--- config.mk ---
export PLATFORM = sky130hd
export DESIGN_NAME = serv_csr_irq
export DESIGN_NICKNAME = d
export VERILOG_FILES = /design/src/rtl/serv_csr_pkg.sv /design/src/rtl/serv_irq_prio.sv /design/src/rtl/serv_csr_irq.sv
export SDC_FILE = /design/constraint.sdc
export NUM_CORES = 1
export LEC_CHECK = 0
export ABC_AREA = 1
export BUFFER_PORTS_ARGS = -buffer_cell sky130_fd_sc_hd__buf_4
export CORE_AREA = 8 8 109 111
export DETAILED_ROUTE_END_ITERATION = 10
export DIE_AREA = 0 0 117 119
export PLACE_DENSITY = 0.56
export SYNTH_ARGS = -nofsm -noshare
export SYNTH_HDL_FRONTEND = slang
export SYNTH_HIERARCHICAL = 1
export SYNTH_SLANG_ARGS = --single-unit
--- constraint.sdc ---
create_clock -name i_clk -period 2.73 [get_ports i_clk]
set_clock_uncertainty 0.05 [all_clocks]
set_input_delay 0.273 -clock i_clk [delete_from_list [all_inputs] [get_ports i_clk]]
set_output_delay 0.273 -clock i_clk [all_outputs]
set_load 0.01 [all_outputs]
--- src/rtl/serv_csr_pkg.sv ---
// rtl/serv_csr_pkg.sv - shared constants and helpers for the serial CSR/interrupt unit
package serv_csr_pkg;

   localparam logic [1:0] CSR_SOURCE_CSR = 2'b00;
   localparam logic [1:0] CSR_SOURCE_EXT = 2'b01;
   localparam logic [1:0] CSR_SOURCE_SET = 2'b10;
   localparam logic [1:0] CSR_SOURCE_CLR = 2'b11;

   // mie/mip bit positions; local line k lives at LIRQ_BIT+k
   localparam int MSI_BIT  = 3;
   localparam int MTI_BIT  = 7;
   localparam int MEI_BIT  = 11;
   localparam int LIRQ_BIT = 16;

   localparam logic [4:0] CAUSE_MISALIGNED_JUMP  = 5'd0;
   localparam logic [4:0] CAUSE_BREAKPOINT       = 5'd3;
   localparam logic [4:0] CAUSE_MISALIGNED_LOAD  = 5'd4;
   localparam logic [4:0] CAUSE_MISALIGNED_STORE = 5'd6;
   localparam logic [4:0] CAUSE_ECALL            = 5'd11;
   localparam logic [4:0] CAUSE_MSI              = 5'd3;
   localparam logic [4:0] CAUSE_MTI              = 5'd7;
   localparam logic [4:0] CAUSE_MEI              = 5'd11;

   // Cause code for a synchronous trap, from the decoder's qualifiers
   function automatic logic [4:0] exception_code(input logic e_op, input logic ebreak,
                                                 input logic mem_op, input logic mem_cmd);
      if (e_op)
         return ebreak ? CAUSE_BREAKPOINT : CAUSE_ECALL;
      else if (mem_op)
         return mem_cmd ? CAUSE_MISALIGNED_STORE : CAUSE_MISALIGNED_LOAD;
      else
         return CAUSE_MISALIGNED_JUMP;
   endfunction

   // Mask of implemented mie/mip bits
   function automatic logic [31:0] irq_mask(input int num_irq);
      logic [31:0] m;
      m = '0;
      m[MSI_BIT] = 1'b1;
      m[MTI_BIT] = 1'b1;
      m[MEI_BIT] = 1'b1;
      for (int k = 0; k < num_irq; k++)
         m[LIRQ_BIT+k] = 1'b1;
      return m;
   endfunction

endpackage

--- src/rtl/serv_irq_prio.sv ---
// rtl/serv_irq_prio.sv - interrupt line synchronisers, mip register and priority encoder
module serv_irq_prio
   import serv_csr_pkg::*;
#(
   parameter int NUM_IRQ     = 4,
   parameter int SYNC_STAGES = 2
) (
   input  logic        i_clk,
   input  logic        i_rst,
   input  logic [31:0] i_lines,
   input  logic [31:0] i_mie,
   output logic [31:0] o_mip,
   output logic        o_any,
   output logic [4:0]  o_code
);

   localparam logic [31:0] IMPL = irq_mask(NUM_IRQ);

   logic [31:0] synced;
   logic [31:0] mip_q;
   logic [31:0] p;

   generate
      if (SYNC_STAGES == 0) begin : g_nosync
         assign synced = i_lines;
      end else begin : g_sync
         logic [31:0] sync_q [SYNC_STAGES];
         // Shift the raw lines through the synchroniser chain
         always_ff @(posedge i_clk) begin
            if (i_rst) begin
               for (int k = 0; k < SYNC_STAGES; k++)
                  sync_q[k] <= '0;
            end else begin
               sync_q[0] <= i_lines;
               for (int k = 1; k < SYNC_STAGES; k++)
                  sync_q[k] <= sync_q[k-1];
            end
         end
         assign synced = sync_q[SYNC_STAGES-1];
      end
   endgenerate

   // mip holds the synchronised level of every implemented line
   always_ff @(posedge i_clk) begin
      if (i_rst)
         mip_q <= '0;
      else
         mip_q <= synced & IMPL;
   end

   assign o_mip = mip_q;
   assign p     = mip_q & i_mie;

   // Fixed priority: external, software, timer, then local lines lowest index first
   always_comb begin
      o_any  = |p;
      o_code = '0;
      if (p[MEI_BIT])
         o_code = CAUSE_MEI;
      else if (p[MSI_BIT])
         o_code = CAUSE_MSI;
      else if (p[MTI_BIT])
         o_code = CAUSE_MTI;
      else begin
         for (int k = NUM_IRQ - 1; k >= 0; k--)
            if (p[LIRQ_BIT+k])
               o_code = 5'(LIRQ_BIT + k);
      end
   end

endmodule

--- src/rtl/serv_csr_irq.sv ---
// rtl/serv_csr_irq.sv - bit-serial machine-mode CSR and interrupt unit
module serv_csr_irq
   import serv_csr_pkg::*;
#(
   parameter int NUM_IRQ     = 4,
   parameter int SYNC_STAGES = 2
) (
   input  logic               i_clk,
   input  logic               i_rst,
   input  logic               i_init,
   input  logic               i_en,
   input  logic               i_cnt_done,
   input  logic [4:0]         i_cnt,
   input  logic               i_trap,
   input  logic               i_mret,
   input  logic               i_e_op,
   input  logic               i_ebreak,
   input  logic               i_mem_op,
   input  logic               i_mem_cmd,
   input  logic               i_mstatus_en,
   input  logic               i_mie_en,
   input  logic               i_mip_en,
   input  logic               i_mcause_en,
   input  logic [1:0]         i_csr_source,
   input  logic               i_csr_d_sel,
   input  logic               i_csr_imm,
   input  logic               i_rs1,
   input  logic               i_rf_csr_out,
   input  logic               i_mtip,
   input  logic               i_msip,
   input  logic               i_meip,
   input  logic [NUM_IRQ-1:0] i_lirq,
   output logic               o_csr_in,
   output logic               o_q,
   output logic               o_new_irq,
   output logic               o_irq_pending
);

   localparam logic [31:0] IMPL = irq_mask(NUM_IRQ);

   logic        mstatus_mie;
   logic        mstatus_mpie;
   logic [31:0] mie_q;
   logic [4:0]  mcause_code;
   logic        mcause_int;
   logic [4:0]  irq_code;
   logic [31:0] lines;
   logic [31:0] mip;
   logic        irq_any;
   logic [4:0]  prio_code;
   logic        d;
   logic        csr_out;
   logic        mstatus_bit;
   logic        mcause_bit;

   // Gather the interrupt inputs into their mip bit positions
   always_comb begin
      lines                      = '0;
      lines[MSI_BIT]             = i_msip;
      lines[MTI_BIT]             = i_mtip;
      lines[MEI_BIT]             = i_meip;
      lines[LIRQ_BIT +: NUM_IRQ] = i_lirq;
   end

   serv_irq_prio #(
      .NUM_IRQ     (NUM_IRQ),
      .SYNC_STAGES (SYNC_STAGES)
   ) u_prio (
      .i_clk   (i_clk),
      .i_rst   (i_rst),
      .i_lines (lines),
      .i_mie   (mie_q),
      .o_mip   (mip),
      .o_any   (irq_any),
      .o_code  (prio_code)
   );

   // Serial read mux and write/set/clear operation on the current bit
   always_comb begin
      d           = i_csr_d_sel ? i_csr_imm : i_rs1;
      mstatus_bit = ((i_cnt == 5'd3) & mstatus_mie) | ((i_cnt == 5'd7) & mstatus_mpie);
      mcause_bit  = ((i_cnt < 5'd5) & mcause_code[0]) | (i_cnt_done & mcause_int);
      csr_out     = i_rf_csr_out
                  | (i_mstatus_en & mstatus_bit)
                  | (i_mie_en & mie_q[i_cnt])
                  | (i_mip_en & mip[i_cnt])
                  | (i_mcause_en & mcause_bit);
      o_q         = csr_out;
      o_csr_in    = csr_out;
      case (i_csr_source)
         CSR_SOURCE_CSR: o_csr_in = csr_out;
         CSR_SOURCE_EXT: o_csr_in = d;
         CSR_SOURCE_SET: o_csr_in = csr_out | d;
         CSR_SOURCE_CLR: o_csr_in = csr_out & ~d;
         default:        o_csr_in = csr_out;
      endcase
   end

   // CSR writes, interrupt acceptance, then trap/mret which override both
   always_ff @(posedge i_clk) begin
      if (i_rst) begin
         mstatus_mie  <= 1'b0;
         mstatus_mpie <= 1'b0;
         mie_q        <= '0;
         mcause_code  <= '0;
         mcause_int   <= 1'b0;
         irq_code     <= '0;
         o_new_irq    <= 1'b0;
      end else begin
         if (i_mstatus_en & i_en & (i_cnt == 5'd3))
            mstatus_mie <= o_csr_in;
         if (i_mstatus_en & i_en & (i_cnt == 5'd7))
            mstatus_mpie <= o_csr_in;
         if (i_mie_en & i_en & IMPL[i_cnt])
            mie_q[i_cnt] <= o_csr_in;
         if (i_mcause_en & i_en & (i_cnt < 5'd5))
            mcause_code <= {o_csr_in, mcause_code[4:1]};
         if (i_mcause_en & i_en & i_cnt_done)
            mcause_int <= o_csr_in;

         if (i_cnt_done & !i_init & !o_new_irq & mstatus_mie & irq_any) begin
            o_new_irq <= 1'b1;
            irq_code  <= prio_code;
         end

         if (i_trap & i_cnt_done) begin
            mstatus_mpie <= mstatus_mie;
            mstatus_mie  <= 1'b0;
            o_new_irq    <= 1'b0;
            mcause_int   <= o_new_irq;
            mcause_code  <= o_new_irq ? irq_code
                                      : exception_code(i_e_op, i_ebreak, i_mem_op, i_mem_cmd);
         end else if (i_mret & i_cnt_done) begin
            mstatus_mie  <= mstatus_mpie;
            mstatus_mpie <= 1'b1;
         end
      end
   end

   // Pending flag for WFI wakeup, independent of the global enable
   always_ff @(posedge i_clk) begin
      if (i_rst)
         o_irq_pending <= 1'b0;
      else
         o_irq_pending <= irq_any;
   end

endmodule

==> impl_metrics.ini, run 1 <==
[run_status]
outcome = finished, final reports clean

[synth]
syn-cell-area_sq_um = 3440
synthCells = 546
avgSynthCellArea_sq_um = 6.30
yosys_warnings = 6

[critical_path]
cp-start-kind = input pin
critPathMostFrequentCell = nand2_1
critical_path.max_fanout = 40
crit_type = input pin to output port
cp.arrival_ns = 2.03
crit_start = i_cnt[0]
crit_slowest_cell = buf_4
path_cells = buf_4 -> inv_2 -> nand2_2 -> nor2_1 -> nor2_1 -> nand2_1 -> nand2_1 -> nand2_1 -> nor2_1 -> nand2_1 -> nand2_1 -> nand4_2 -> nand2_4 -> inv_1 -> buf_4
end_kind = output port
critPathRequiredTime_ns = 2.41
rr_startpoint = mie_q[22]
cpPeakStageDelay_ns = 0.32

[power]
power_mw = 2.06
irDropWorstVdd_v = 0.000242
p_leak_nw = 1.98
powerDensity_nw_per_um2 = 530

[layout]
final_net_count = 610
final_area_sq_um = 3880
post_route_cells_drive_above_1_share_pct = 10.8
antennaDiodeCount = 0
syn_to_final_growth_pct = 12.8

[clocking]
cts_buffer_depth = 2
clk_latency_ns = 0.35
cts_tree = done
post_cts_resized = 0
numCtsBuffers = 9
holdBufCountCts = 0
htree_levels = 3
post_cts_buffers = 0
cts-root-buf = clkbuf_8
cts.clk_slew.worst_paths_ns = 0.08
clkSinkCount = 68

[floorplan]
die_x_microns = 117
ios = 37
die_area_sq_um = 13900
dieHeight_microns = 119
initial_core_util_pct = 34.1
rows = 37
design.core.area_sq_um = 10100

[grt]
overflow = 0
grt_first_pass_wirelength_mm = 13.4
grt.total_usage_pct = 12.1
grt_pass1_vias = 2861
antenna_found_initial = 0
grt_max_degree = 53

[sta]
rsz0062_at_grt = no
finalCritPeriodShare_pct = 86.4
post-route-min-period_ns = 2.36
max_freq_ghz = 0.424
hold_viol = 0
worstMarginPinSlew_ns = 0.533
maxSlewHeadroom_pct = 64.5
drv_slew = 0
setup_violations = 0
setup-tns-final_ns = 0

[placed_design]
place_area_sq_um = 3690
gp_congestion = 0.810
placement.io_buffers = 36
hpwl_mm = 5.89

[worst_hold_path]
hp-start = i_lirq[3]
hp-class = input pin to flip-flop

[drt]
ant_nets = 0
drc_errors = 0
routed_via_density = 4.22
wire_per_inst_microns = 11.0
dr.pass1.iters = 4
vias = 3029
routed_wl_mm = 7.93
drt_iter0_drc = 192

[job]
drv_cap = 0
[layout make-up]
class	instances	area, sq um
fillers	1127	6210
flip-flops and latches	68	1360
clock inverters	6	63.8
multi-input cells	389	1610
inverters	73	274
repair buffers	36	270
clock buffers	10	128
well taps	136	170
[through the flow]
step	utilization (%)	worst slack (ns)	std cells	hold WS (ns)
after global routing	38.5	0.142	718	0.0701
after global placement	36.6	0.430	702	0.339
after CTS	38.5	0.377	718	0.0637
after floorplan	-	1.03	570	0.294
final	38.5	0.372	718	0.0765
after detailed placement	36.6	0.389	702	0.343
[critical path: cells and delay by family]
family / cells / cell delay, ns
AND/OR/NAND/NOR: 11 / 1.00
buffers and inverters: 4 / 0.75
[per-layer routing]
metal	vias to the layer above	track usage, %	part of all wire [%]
li1	1663	-	-
met1	1314	15.4	49
met3	7	3.59	4.6
met5	-	0	0
met4	0	3.84	1.0
met2	45	19.0	45
[state kept, by name (all words and copies together) (netlist names)]
| signal | count |
|---|---|
| mcause_code | 5 |
| o_irq_pending | 1 |
| mie_q | 32 |
| u_prio/g_sync.sync_q | 14 |
| mstatus_mie | 1 |
| u_prio/o_mip | 7 |
| irq_code | 5 |
| mstatus_mpie | 1 |
| mcause_int | 1 |
| o_new_irq | 1 |
[final timing paths]
kind / cells after the start / slack (ns) / to
worst max register to register: 14 / 1.10 / mcause_code[4]
worst max-delay path: 15 / 0.37 / o_csr_in
worst min register to register: 2 / 0.34 / u_prio/g_sync.sync_q[1][18]
worst min-delay path: 3 / 0.08 / u_prio/g_sync.sync_q[0][19]
[report_power, final]
group	leakage [nW]	switching (mW)	internal [mW]	total [mW]
clock	0.0927	0.398	0.422	0.820
combinational	1.33	0.134	0.0804	0.215
sequential	0.553	0.00887	1.01	1.02
total	1.98	0.541	1.52	2.06
[cell usage in the layout, fill, tap and decap left out, drive strengths merged]
cell type / count
o21ai: 27
a211oi: 1
clkinvlp: 2
or2: 3
o21bai: 1
nor4: 2
o21a: 1
inv: 73
and3: 1
a21oi: 21
dfxtp: 68
nand2: 187
nor2: 97
a31oi: 2
a21boi: 1
bufinv: 1
nor3: 5
clkinv: 3
buf: 36
conb: 25
clkbuf: 10
a41oi: 1
nand4: 1
nand3: 13
No activity file was read; power rests on OpenSTA's default activity.
==> run 2: changes to the inputs <==
Clock period 2.73 ns to 2.8 ns, I/O delays scaled along.
==> impl_metrics.ini, run 2 (same netlist as run 1, synthesis figures left out) <==
[run_status]
outcome = finished, final reports clean

[grt]
overflow = 0
grt_pass1_vias = 2877
grt_max_degree = 53
grt.total_usage_pct = 12.3
grt_first_pass_wirelength_mm = 13.6
antenna_found_initial = 0

[drt]
wl_met2_mm = 3.47
wl_met3_microns = 456
dr.pass1.iters = 4
routed_via_density = 4.25
highest_layer = met4
wire_per_inst_microns = 11.0
vias = 3049
ant_nets = 0
routed_wl_mm = 7.90
drt-met1-wl_mm = 3.86
drt_iter0_drc = 155
drc_errors = 0

[sta]
rsz0062_at_grt = no
finalCritPeriodShare_pct = 83.9
drv_slew = 0
worstMarginPinSlew_ns = 0.556
post-route-min-period_ns = 2.35
setup-tns-final_ns = 0
setup_violations = 0
max_freq_ghz = 0.426
maxSlewHeadroom_pct = 62.9
setup_ws_ns = 0.451
hold_ws_ns = 0.0777
hold_viol = 0

[layout]
largest_reg_flops = 32
final_cell_mix = nand2_1, nor2_1, inv_1
post-route-util_pct = 38.7
syn_to_final_growth_pct = 13.4
multi_input_area_sq_um = 1610
final_common_cell = nand2_1
largest-register = mie_q
antennaDiodeCount = 0
final_cells = 718
seq_area_sq_um = 1360
final_area_sq_um = 3900
nFillCells = 1121
post_route_cells_drive_above_1_share_pct = 11.0
final_net_count = 610

[floorplan]
ios = 37
rows = 37
die_area_sq_um = 13900
dieHeight_microns = 119
design.core.area_sq_um = 10100
initial_core_util_pct = 34.1
die_x_microns = 117

[placed_design]
placement.io_buffers = 36
gp_congestion = 0.810
hpwl_mm = 5.86
place_area_sq_um = 3690
dp_slack_ns = 0.421
dp.cells = 702

[clocking]
post_cts_buffers = 0
numCtsBuffers = 9
cts-root-buf = clkbuf_8
cts_tree = done
clkSinkCount = 68
htree_levels = 3
holdBufCountCts = 0
cts_buffer_depth = 2
cts.clk_slew.worst_paths_ns = 0.08
post_cts_resized = 0
clk_latency_ns = 0.35

[power]
p_clk_share_pct = 41.6
swShare_pct = 26.0
combPwrFrac_pct = 10.2
powerDensity_nw_per_um2 = 529
p_leak_nw = 1.99
power_mw = 2.06
p_int_mw = 1.53
seqPwrFrac_pct = 48.3
irDropWorstVdd_v = 0.000283
switching_power_mw = 0.537

[critical_path]
rr_startpoint = mie_q[3]
crit_type = input pin to output port
cp_num_buf_inv = 4
critPathRequiredTime_ns = 2.47
path_cells = buf_4 -> inv_2 -> nand2_2 -> nor2_1 -> nor2_1 -> nand2_1 -> nand2_1 -> nand2_1 -> nor2_1 -> nand2_1 -> nand2_1 -> nand4_2 -> nand2_4 -> inv_1 -> buf_4
cp.arrival_ns = 2.02
end_kind = output port
r2r-end = mcause_code[4]
critical_path.max_fanout = 40
critPathMostFrequentCell = nand2_1
cpPeakStageDelay_ns = 0.31
crit_slowest_cell = buf_4
reg2reg_depth = 14
crit_family = simple AND/OR/NAND/NOR gates
r2r_slack_ns = 1.16
cp-start-kind = input pin

[worst_hold_path]
min_path_cells = 3
hold-path-endpoint = u_prio/g_sync.sync_q[0][18]
hp-start = i_lirq[2]
hp-class = input pin to flip-flop

[job]
drv_cap = 0
[run 2: cell count changes in the layout (fill, tap and decap cells not counted)]
| cell | delta |
|---|---|
| clkbuf_8 | +2 |
| clkbuf_1 | -1 |
| inv_6 | -1 |
| clkinvlp_4 | -1 |
| clkinv_4 | +2 |
| clkinv_2 | -1 |
[run 2: worst reg2reg max path, stage by stage, from the launching register on]
cell     delay, ns
dfxtp_1       0.33
nand2_1       0.07
o21ai_0       0.08
nand2_1       0.07
nand2_1       0.06
nand2_1       0.06
nand2_1       0.07
nor2_1        0.11
nand2_1       0.06
nand2_1       0.09
nand4_2       0.12
nand3_1       0.15
nand2_1       0.06
nand2_1       0.06
a21oi_1       0.06
[run 2: layout make-up]
class / instances / share of cell area (%)
multi-input combinational: 389 / 41.4
sequential: 68 / 34.9
inverter: 73 / 7.02
timing repair buffer: 36 / 6.93
tap: 136 / 4.36
clock buffer: 11 / 3.88
clock inverter: 5 / 1.54
[run 2: how the worst max path moves through the flow]
| stage | start | to | slack [ns] | cells past startpoint |
|---|---|---|---|---|
| after floorplan | i_cnt[1] | o_csr_in | 1.09 | 14 |
| after global placement | i_cnt[0] | o_csr_in | 0.49 | 11 |
| after detailed placement | i_cnt[0] | o_csr_in | 0.42 | 15 |
| after CTS | i_cnt[0] | o_csr_in | 0.42 | 15 |
| after global routing | i_cnt[0] | o_csr_in | 0.19 | 15 |
| final | i_cnt[0] | o_csr_in | 0.45 | 15 |
[run 2: power groups by stage]
stage | Clock, mW | Sequential (mW) | Combinational, mW
floorplan | 0 | 1.02 | 0.163
global placement | 0 | 1.02 | 0.206
detailed placement | 0 | 1.02 | 0.208
CTS | 0.881 | 0.996 | 0.208
global route | 0.926 | 0.998 | 0.242
finish | 0.858 | 0.996 | 0.210
[run 2: metal layers]
| metal | up-vias | global-route usage [%] |
|---|---|---|
| met1 | 1315 | 16.0 |
| met2 | 62 | 19.1 |
| met4 | 0 | 3.92 |
| met3 | 9 | 3.44 |
| li1 | 1663 | - |
| met5 | - | 0 |
==> run 3: changes to the inputs <==
Settings changed: PLACE_DENSITY 0.56 to 0.58.
Clock period 2.8 ns to 2.1 ns, I/O delays scaled along.
==> impl_metrics.ini, run 3 (same netlist as run 1, synthesis figures left out) <==
[clocking]
cts_tree = done
clkSinkCount = 68
cts.clk_slew.worst_paths_ns = 0.07
clk_latency_ns = 0.35
cts_buffer_depth = 2
holdBufCountCts = 0
cts-root-buf = clkbuf_8
numCtsBuffers = 9
htree_levels = 3

[layout]
final_net_count = 618
syn_to_final_growth_pct = 15.2
largest_reg_flops = 32
final_area_sq_um = 3960
antennaDiodeCount = 0
final_cell_mix = nand2_1, nor2_1, inv_1
final_common_cell = nand2_1
largest-register = mie_q
post_route_cells_drive_above_1_share_pct = 12.7
post-route-util_pct = 39.3

[sta]
hold_ws_ns = 0.0141
worstMarginPinSlew_ns = 0.533
max_freq_ghz = 0.516
finalCritPeriodShare_pct = 92.2
post-route-min-period_ns = 1.94
setup-tns-final_ns = 0
drv_slew = 0
hold_viol = 0
setup_violations = 0
maxSlewHeadroom_pct = 64.4

[worst_hold_path]
hp-start = i_lirq[3]
hp-class = input pin to flip-flop

[critical_path]
critical_path.max_fanout = 4
cpPeakStageDelay_ns = 0.31
path_cells = nand2_1 -> o21ai_0 -> nand2_1 -> nand2_1 -> nand2_1 -> nand2_1 -> nor2_1 -> nand2_1 -> nand2_2 -> nand4_4 -> nand2_4 -> inv_1 -> buf_4
end_kind = output port
crit_type = flip-flop to output port
rr_startpoint = mie_q[22]
cp-start-kind = flip-flop
critPathRequiredTime_ns = 1.84
cp.arrival_ns = 1.68
critPathMostFrequentCell = nand2_1
crit_start = mie_q[23]
crit_slowest_cell = dfxtp_1

[drt]
routed_via_density = 4.20
drt_iter0_drc = 141
ant_nets = 0
dr.pass1.iters = 5
wire_per_inst_microns = 10.4
routed_wl_mm = 7.55
vias = 3051
drc_errors = 0

[grt]
overflow = 0
grt_max_degree = 52
antenna_found_initial = 0
grt_first_pass_wirelength_mm = 12.7
grt.total_usage_pct = 11.4
grt_pass1_vias = 2849

[power]
powerDensity_nw_per_um2 = 678
irDropWorstVdd_v = 0.000326
p_leak_nw = 2.02

[floorplan]
rows = 37
ios = 37
die_x_microns = 117
initial_core_util_pct = 34.1
design.core.area_sq_um = 10100
dieHeight_microns = 119
die_area_sq_um = 13900

[job]
drv_cap = 0

[placed_design]
hpwl_mm = 5.70
gp_congestion = 0.878
placement.io_buffers = 36
place_area_sq_um = 3730

[run_status]
outcome = finished, final reports clean
run 3: cell types whose count changed in the layout (fill, tap and decap cells not counted), moves of 3 or more:
cell	change
dfxtp_2	+3
buf_4	+8
dfxtp_1	-3
o21ai_1	+4
o21ai_0	-4
run 3: worst max-delay path: cells and delay by family (launching register included):
family | cells | cell delay (ns)
AND/OR/NAND/NOR | 10 | 0.77
flip-flops | 1 | 0.31
buffers and inverters | 2 | 0.18
AO/OA/AOI/OAI | 1 | 0.09
run 3: per-stage QoR:
step	total power [mW]	setup WS [ns]	instances
after global placement	1.64	0.211	708
after global routing	2.82	-0.00301	726
after detailed placement	1.64	0.205	708
after floorplan	1.57	0.529	570
after CTS	2.71	0.105	724
final	2.69	0.163	726
run 3: final timing paths:
kind	to	slack, ns	cells past startpoint
worst max-delay path	o_csr_in	0.16	13
worst min-delay path	u_prio/g_sync.sync_q[0][19]	0.01	3
worst max register to register	mie_q[11]	0.43	14
worst min register to register	u_prio/g_sync.sync_q[1][16]	0.35	2
run 3: final cells by class:
type                            instances  area [sq um]
Multi-Input combinational cell        389          1630
Clock inverter                          4          48.8
Timing Repair Buffer                   44           330
Tap cell                              136           170
Sequential cell                        68          1370
Clock buffer                           12           145
Fill cell                            1102          6130
Inverter                               73           274
run 3: routing by layer:
layer	vias to the layer above	part of all wire (%)	GRT usage (%)
met5	-	0	0
li1	1676	-	-
met3	14	4.8	3.23
met4	0	2.2	5.20
met1	1300	48	13.8
met2	61	45	18.4
run 3: what timing repair did:
| action | 4_1_cts | 5_1_grt |
|---|---|---|
| gates resized for setup | 0 | 10 |
| endpoints found under the setup margin | 0 | 1 |
| setup buffers | 0 | 2 |
run 3: power breakdown:
group | total (mW) | internal, mW | switching, mW
registers | 1.33 | 1.32 | 0.0112
logic | 0.297 | 0.120 | 0.178
clock network | 1.06 | 0.580 | 0.480
total | 2.69 | 2.02 | 0.669
